==> src/rtl/pc_sequencer.sv <==
// Program-counter sequencer: hold / increment / conditional jump with a post-jump flush window.
// Optional return-address stack is compiled in with `define PC_SEQUENCER_RAS_EN.
module pc_sequencer #(
   parameter int unsigned           PC_WIDTH     = 16,
   parameter int unsigned           PC_STEP      = 2,
   parameter logic [PC_WIDTH-1:0]   RESET_PC     = '0,
   parameter int unsigned           FLUSH_CYCLES = 2,
   parameter int unsigned           RAS_DEPTH    = 4
) (
   input  logic                clk,
   input  logic                rst_n,
   input  logic                stall,
   input  logic                pc_write,
   input  logic                jump,
   input  logic [1:0]          jump_cond,
   input  logic                isZero,
   input  logic                isNeg,
   input  logic [PC_WIDTH-1:0] jump_target,
   input  logic                call,
   input  logic                ret,
   output logic [PC_WIDTH-1:0] pc,
   output logic                pc_enable,
   output logic                taken,
   output logic                flush,
   output logic                ras_err
);

   localparam logic [PC_WIDTH-1:0] STEP       = PC_WIDTH'(PC_STEP);
   localparam logic [3:0]          FLUSH_INIT = 4'(FLUSH_CYCLES - 1);

   typedef enum logic {S_IDLE, S_FLUSH} state_e;

   state_e              state_q, state_d;
   logic [3:0]          fcnt_q, fcnt_d;
   logic [PC_WIDTH-1:0] pc_q, pc_d;
   logic                taken_q;
   logic                cond_ok, jump_go;
   logic [PC_WIDTH-1:0] target;

   always_comb begin
      case (jump_cond)
         2'b00:   cond_ok = 1'b1;
         2'b01:   cond_ok = isZero;
         2'b10:   cond_ok = !isZero;
         default: cond_ok = isNeg;
      endcase
   end

   assign flush = (state_q == S_FLUSH);

`ifdef PC_SEQUENCER_RAS_EN
   localparam int AW = (RAS_DEPTH > 1) ? $clog2(RAS_DEPTH) : 1;
   localparam int CW = $clog2(RAS_DEPTH + 1);

   logic [PC_WIDTH-1:0] ras_q [RAS_DEPTH];
   logic [AW-1:0]       top_q, top_inc, top_dec;   // top_q = next free slot (circular)
   logic [CW-1:0]       cnt_q;
   logic                err_q, ret_go, push, ras_empty;

   assign ret_go    = ret & !flush & !stall;
   assign jump_go   = ((jump & cond_ok) | ret) & !flush & !stall;
   assign push      = jump_go & call & !ret;
   assign ras_empty = (cnt_q == '0);
   assign top_inc   = (top_q == AW'(RAS_DEPTH - 1)) ? '0 : top_q + 1'b1;
   assign top_dec   = (top_q == '0) ? AW'(RAS_DEPTH - 1) : top_q - 1'b1;
   assign target    = ret ? (ras_empty ? RESET_PC : ras_q[top_dec]) : jump_target;
   assign ras_err   = err_q;

   // Circular buffer: a push when full overwrites the oldest slot.
   always_ff @(posedge clk) begin
      if (push) ras_q[top_q] <= pc_q + STEP;
   end

   always_ff @(posedge clk or negedge rst_n) begin
      if (!rst_n) begin
         top_q <= '0;
         cnt_q <= '0;
         err_q <= 1'b0;
      end else if (ret_go) begin
         if (ras_empty) begin
            err_q <= 1'b1;
         end else begin
            top_q <= top_dec;
            cnt_q <= cnt_q - 1'b1;
         end
      end else if (push) begin
         top_q <= top_inc;
         if (cnt_q == CW'(RAS_DEPTH)) err_q <= 1'b1;
         else                         cnt_q <= cnt_q + 1'b1;
      end
   end
`else
   logic unused_ras;
   assign unused_ras = ^{call, ret};
   assign jump_go    = jump & cond_ok & !flush & !stall;
   assign target     = jump_target;
   assign ras_err    = 1'b0;
`endif

   assign pc_enable = !stall & (pc_write | jump_go);
   assign pc        = pc_q;
   assign taken     = taken_q;

   always_comb begin
      pc_d    = pc_q;
      state_d = state_q;
      fcnt_d  = fcnt_q;
      if (jump_go) begin
         pc_d    = target;
         state_d = S_FLUSH;
         fcnt_d  = FLUSH_INIT;
      end else if (!stall) begin
         if (pc_write) pc_d = pc_q + STEP;
         if (state_q == S_FLUSH) begin
            if (fcnt_q == '0) state_d = S_IDLE;
            else              fcnt_d  = fcnt_q - 1'b1;
         end
      end
   end

   always_ff @(posedge clk or negedge rst_n) begin
      if (!rst_n) begin
         pc_q    <= RESET_PC;
         state_q <= S_IDLE;
         fcnt_q  <= '0;
         taken_q <= 1'b0;
      end else begin
         pc_q    <= pc_d;
         state_q <= state_d;
         fcnt_q  <= fcnt_d;
         taken_q <= jump_go;
      end
   end

endmodule

==> config.mk <==
export PLATFORM = sky130hd
export DESIGN_NAME = pc_sequencer
export DESIGN_NICKNAME = d
export VERILOG_FILES = /design/src/rtl/pc_sequencer.sv
export SDC_FILE = /design/constraint.sdc
export NUM_CORES = 1
export LEC_CHECK = 0
export CORE_MARGIN = 10
export CORE_UTILIZATION = 45
export DETAILED_ROUTE_END_ITERATION = 8
export HOLD_SLACK_MARGIN = 0.12
export PLACE_DENSITY = 0.84
export SLEW_MARGIN = 40
export SYNTH_ARGS = -nofsm -noshare
export SYNTH_HDL_FRONTEND = slang
export SYNTH_SLANG_ARGS = --single-unit
==> constraint.sdc <==
create_clock -name clk -period 2.7 [get_ports clk]
set_input_delay 0.54 -clock clk [delete_from_list [all_inputs] [get_ports clk]]
set_output_delay 0.54 -clock clk [all_outputs]
set_load 0.03 [all_outputs]
* Word level (Yosys, flattened, before mapping) *
Index checks and enable logic that the tools add are counted.

storage, ports and cells
  flip-flop bits (word level) = 22
  bits of input ports = 27

operators by class
  reduce and logical (&&, ||, !) cells = 9
  eq/ne operators = 4
  bitwise logic cells = 5
  $add $sub $neg = 2
  mux-type cells = 12

operators by type and width
  cell                                                    number
  two-way mux 16 bit                                      3
  adder 16 x 2 -> 16 bit (second input constant)          1
  two-way mux 4 bit                                       4
  AND 1 bit                                               4
  logical NOT 4 bit                                       1
  two-way mux 1 bit                                       4
  nonzero test 2 bit                                      2
  subtractor 4 x 1 -> 4 bit (second input constant)       1
  logical NOT 1 bit                                       3
  case mux 1 bit (3 select lines)                         1
  AND reduction 3 bit                                     1
  == test 2 x 1 -> 1 bit (second input constant)          1
  == test 2 bit (second input constant)                   1
  logical NOT 2 bit                                       1
  inequality test 2 x 1 -> 1 bit (second input constant)  1
  inequality test 2 bit (second input constant)           1
  AND reduction 2 bit                                     1
  bitwise OR 1 bit                                        1

* Depth between registers and ports, before layout *
  depth after elaboration = 7
  depth in mapped cells = 7
  gate-level depth less buffers = 6

* Least setup slack after synthesis *
Ideal clock, no wire load.

  kind = register to output
  from = reg state_q (netlist: flush)
  to = out pc_enable
  cell stages (with the launch flop) = 7
  arrival time = 1.596 ns
  path buffers = 1
  setup slack = 0.564 ns
  path through = dfrtp_1 > buf_2 > or3b_4 > a21o_4 > clkinv_2 > nor2_2 > inv_2

on the way
  longest elaborated chain between the ends = 5

RTL lines
  element                  line  text
  from (decl)              33    state_e state_q, state_d;
  from (signal assigned)   129   state_q <= state_d;
  logical NOT 1 bit        95    assign jump_go = jump & cond_ok & !flush & !stall;
  AND 1 bit (2 in series)  95
  bitwise OR 1 bit         100   assign pc_enable = !stall & (pc_write | jump_go);
  AND 1 bit                100
  to (decl)                22    output logic pc_enable,

Every way passes these cells.

* Worst setup path in the final report *
  from = in isZero
  to = out pc_enable

on the way
  longest elaborated chain between the ends = 7

RTL lines
  element                            line  text
  from (decl)                        16    input logic isZero,
  logical NOT 1 bit                  44    2'b10: cond_ok = !isZero;
  case mux 1 bit (3 select lines) *  41    case (jump_cond)
  AND 1 bit * (3 in series)          95
  bitwise OR 1 bit *                 100
  AND 1 bit *                        100

Every way passes the cells marked *; elsewhere a longest branch is shown, timed or not.

==> results_dict.tcl <==
set metrics [dict create \
    fmax_ghz 0.389 \
    timing.final.crit_share_pct 95.2 \
    place_hpwl_mm 3.11 \
    syn_inst 146 \
    rows 20 \
    power_density_mw_per_mm2 922 \
    fin_nets 219 \
    yosys.area.top_type_share_pct 38.7 \
    n_fill_cell 264 \
    hold_viol 0 \
    status "finished, final reports clean" \
    final_util_pct 62.5 \
    rsz0062_at_grt "no" \
    grt_pass1_wl_mm 6.82 \
    crit_chain "clkdlybuf4s50_1 -> mux2_2 -> a21o_4 -> clkinv_2 -> nor2_2 -> inv_2 -> buf_4" \
    synth_enable_flop_cells 0 \
    port_buffers 43 \
    vias 1375 \
    area_growth_pct 33.9 \
    dieWidth_um 76.3 \
    initial_core_util_pct 46.6 \
    synth_seq_cells 22 \
    min_path_type "flip-flop to flip-flop" \
    post_drt_wl_per_cell_um 17.9 \
    cts-hold-fix-buffers 0 \
    synth_fp_nets 176 \
    synth_area_leader_cell "dfrtp_1" \
    place.gp.congestion 0.932 \
    antenna_cells 0 \
    die-area_mm2 0.00581 \
    maxSlewViolCount 0 \
    cp.required_ns 2.16 \
    drcViolationCount 0 \
    ys_async_sr_fraction_pct 100 \
    peakVddDrop_uv 465 \
    wl_mm 4.16 \
    synth_cell_types 49 \
    relSlewSlack_pct 66.1 \
    grt_use_total_pct 13.9 \
    power_leakage_nw 0.807 \
    seq_area_frac_synth_pct 38.7 \
    drtPass1Iterations 4 \
    worst-path-max-fanout 8 \
    cts.repair.resized 0 \
    post-cts-setup-buffers 0 \
    cpPeakStageDelay_ns 0.41 \
    dp_slack_ns 0.108 \
    ant_nets 0 \
    seq_area_um2 551 \
    final-instance-count-excl-fill 232 \
    end_kind "output port" \
    postSynthAreaPerCell_um2 9.75 \
    clk_pin_slew_worst_paths_ns 0.12 \
    worstMarginPinSlew_ns 0.504 \
    io-pin-count 47 \
    final_cell_mix "clkdlybuf4s50_1, dfrtp_1, mux2i_1, nand2_1, nand3_1" \
    cp-start-kind "input port" \
    tns_ns 0 \
    cts.sinks 22 \
    fp.dieH_um 76.3 \
    finalWorstSetupSlack_ns 0.131 \
    insertion_delay_ns 0.31 \
    cts_tree "built" \
    overflow 0 \
    cts_buffer_depth 2 \
    ys.flop_type "dfrtp_1" \
    slowest_stage "clkdlybuf4s50_1" \
    htree_levels 1 \
    synth_area_mm2 0.00142 \
    whs_ns 0.483 \
    final_common_cell "clkdlybuf4s50_1" \
    core_mm2 0.00305 \
    grt_pass1_vias 1363 \
    antenna_found_initial 0 \
    multiInputGateArea_um2 772 \
    maxCapViolCount 0 \
    place_inst 228 \
    synth_warnings 0 \
    via_per_inst 5.93 \
    cts_root_buf "clkbuf_4" \
    fin_skew_ns 0.00730 \
    setup_violations 0 \
    drive_gt1_share_pct 10.6 \
    period_minus_slack_ns 2.57 \
    crit_arrival_ns 2.03 \
    drtIter0Drc 96 \
    yosys-top-cells-area "dfrtp_1, mux2i_1, nand3_1" \
    crit_type "input port to output port" \
    cts_buffers 3 \
    grt_max_degree 23 \
]
[per-layer routing]
metal | vias to the layer above | GRT usage, % | share of wire [%]
li1 | 636 | - | -
met1 | 672 | 16.7 | 42
met2 | 61 | 22.1 | 49
met3 | 6 | 5.42 | 7.7
met4 | 0 | 4.83 | 1.4
met5 | - | 0 | 0
[sequential cells by signal, indices dropped and copies added, names as in the netlist]
signal / cells
fcnt_q: 4
flush: 1
pc: 16
taken: 1
[power by group]
| part | switching (W) | internal, W |
|---|---|---|
| clock network | 0.000106 | 0.0000824 |
| logic | 0.000509 | 0.000407 |
| registers | 0.000192 | 0.000462 |
[path summary, 6_finish.rpt]
kind	cells after the start	start	end	slack, ns
max in group asynchronous	2	rst_n	pc[0]	1.91
hold reg to reg	1	fcnt_q[3]	fcnt_q[3]	0.48
setup / recovery	7	isZero	pc_enable	0.13
min in group asynchronous	2	rst_n	pc[7]	0.56
setup reg to reg	5	pc[1]	pc[15]	0.71
hold / removal	1	fcnt_q[3]	fcnt_q[3]	0.48
[synthesized netlist by cell type, types with 2 or more instances]
cell and count:
a311oi_1 2, a21oi_1 8, a211oi_1 3, mux2_2 3, inv_1 3, clkbuf_1 3, and4_1 3, mux2i_1 15
nor3_1 4, o311ai_0 3, o2bb2ai_1 2, o21ai_1 4, ha_1 3, nor4_1 3, nand3_1 9, a2bb2oi_1 3
dfrtp_1 22, nor2_1 3, a211o_1 2, or3_1 2, buf_6 3, nand2_1 12, nand4b_1 3, nand4_1 3
[area by class of cell]
| cell class | instances | share of cell area, % |
|---|---|---|
| Inverter | 5 | 1.05 |
| Sequential cell | 22 | 28.9 |
| Clock buffer | 4 | 1.90 |
| Tap cell | 44 | 2.89 |
| Timing Repair Buffer | 49 | 24.8 |
| Multi-Input combinational cell | 108 | 40.5 |
[cell families (layout without fill, tap and decap cells)]
group	count (synthesis)	in the layout	share of synthesized area, %
AOI/OAI and AO/OA	36	36	18.4
adders and majority gates	3	3	2.64
buffers and inverters	16	58	7.12
DFF	22	22	38.7
muxes	18	18	12.9
other	1	1	0.263
and+or+nand+nor	50	50	20.0
[stage by stage]
step	cell area (um^2)	power [W]
after floorplan	1420	0.00120
after global placement	1870	0.00153
after detailed placement	1870	0.00157
after CTS	1910	0.00176
after global routing	1910	0.00187
final	1910	0.00176
[critical path, delay by kind of cell]
family	cells	cell delay [ns]
compound gates	1	0.13
buf+inv	4	0.71
mux	1	0.27
simple gates	1	0.37
Power figures use the tool's default switching activity.
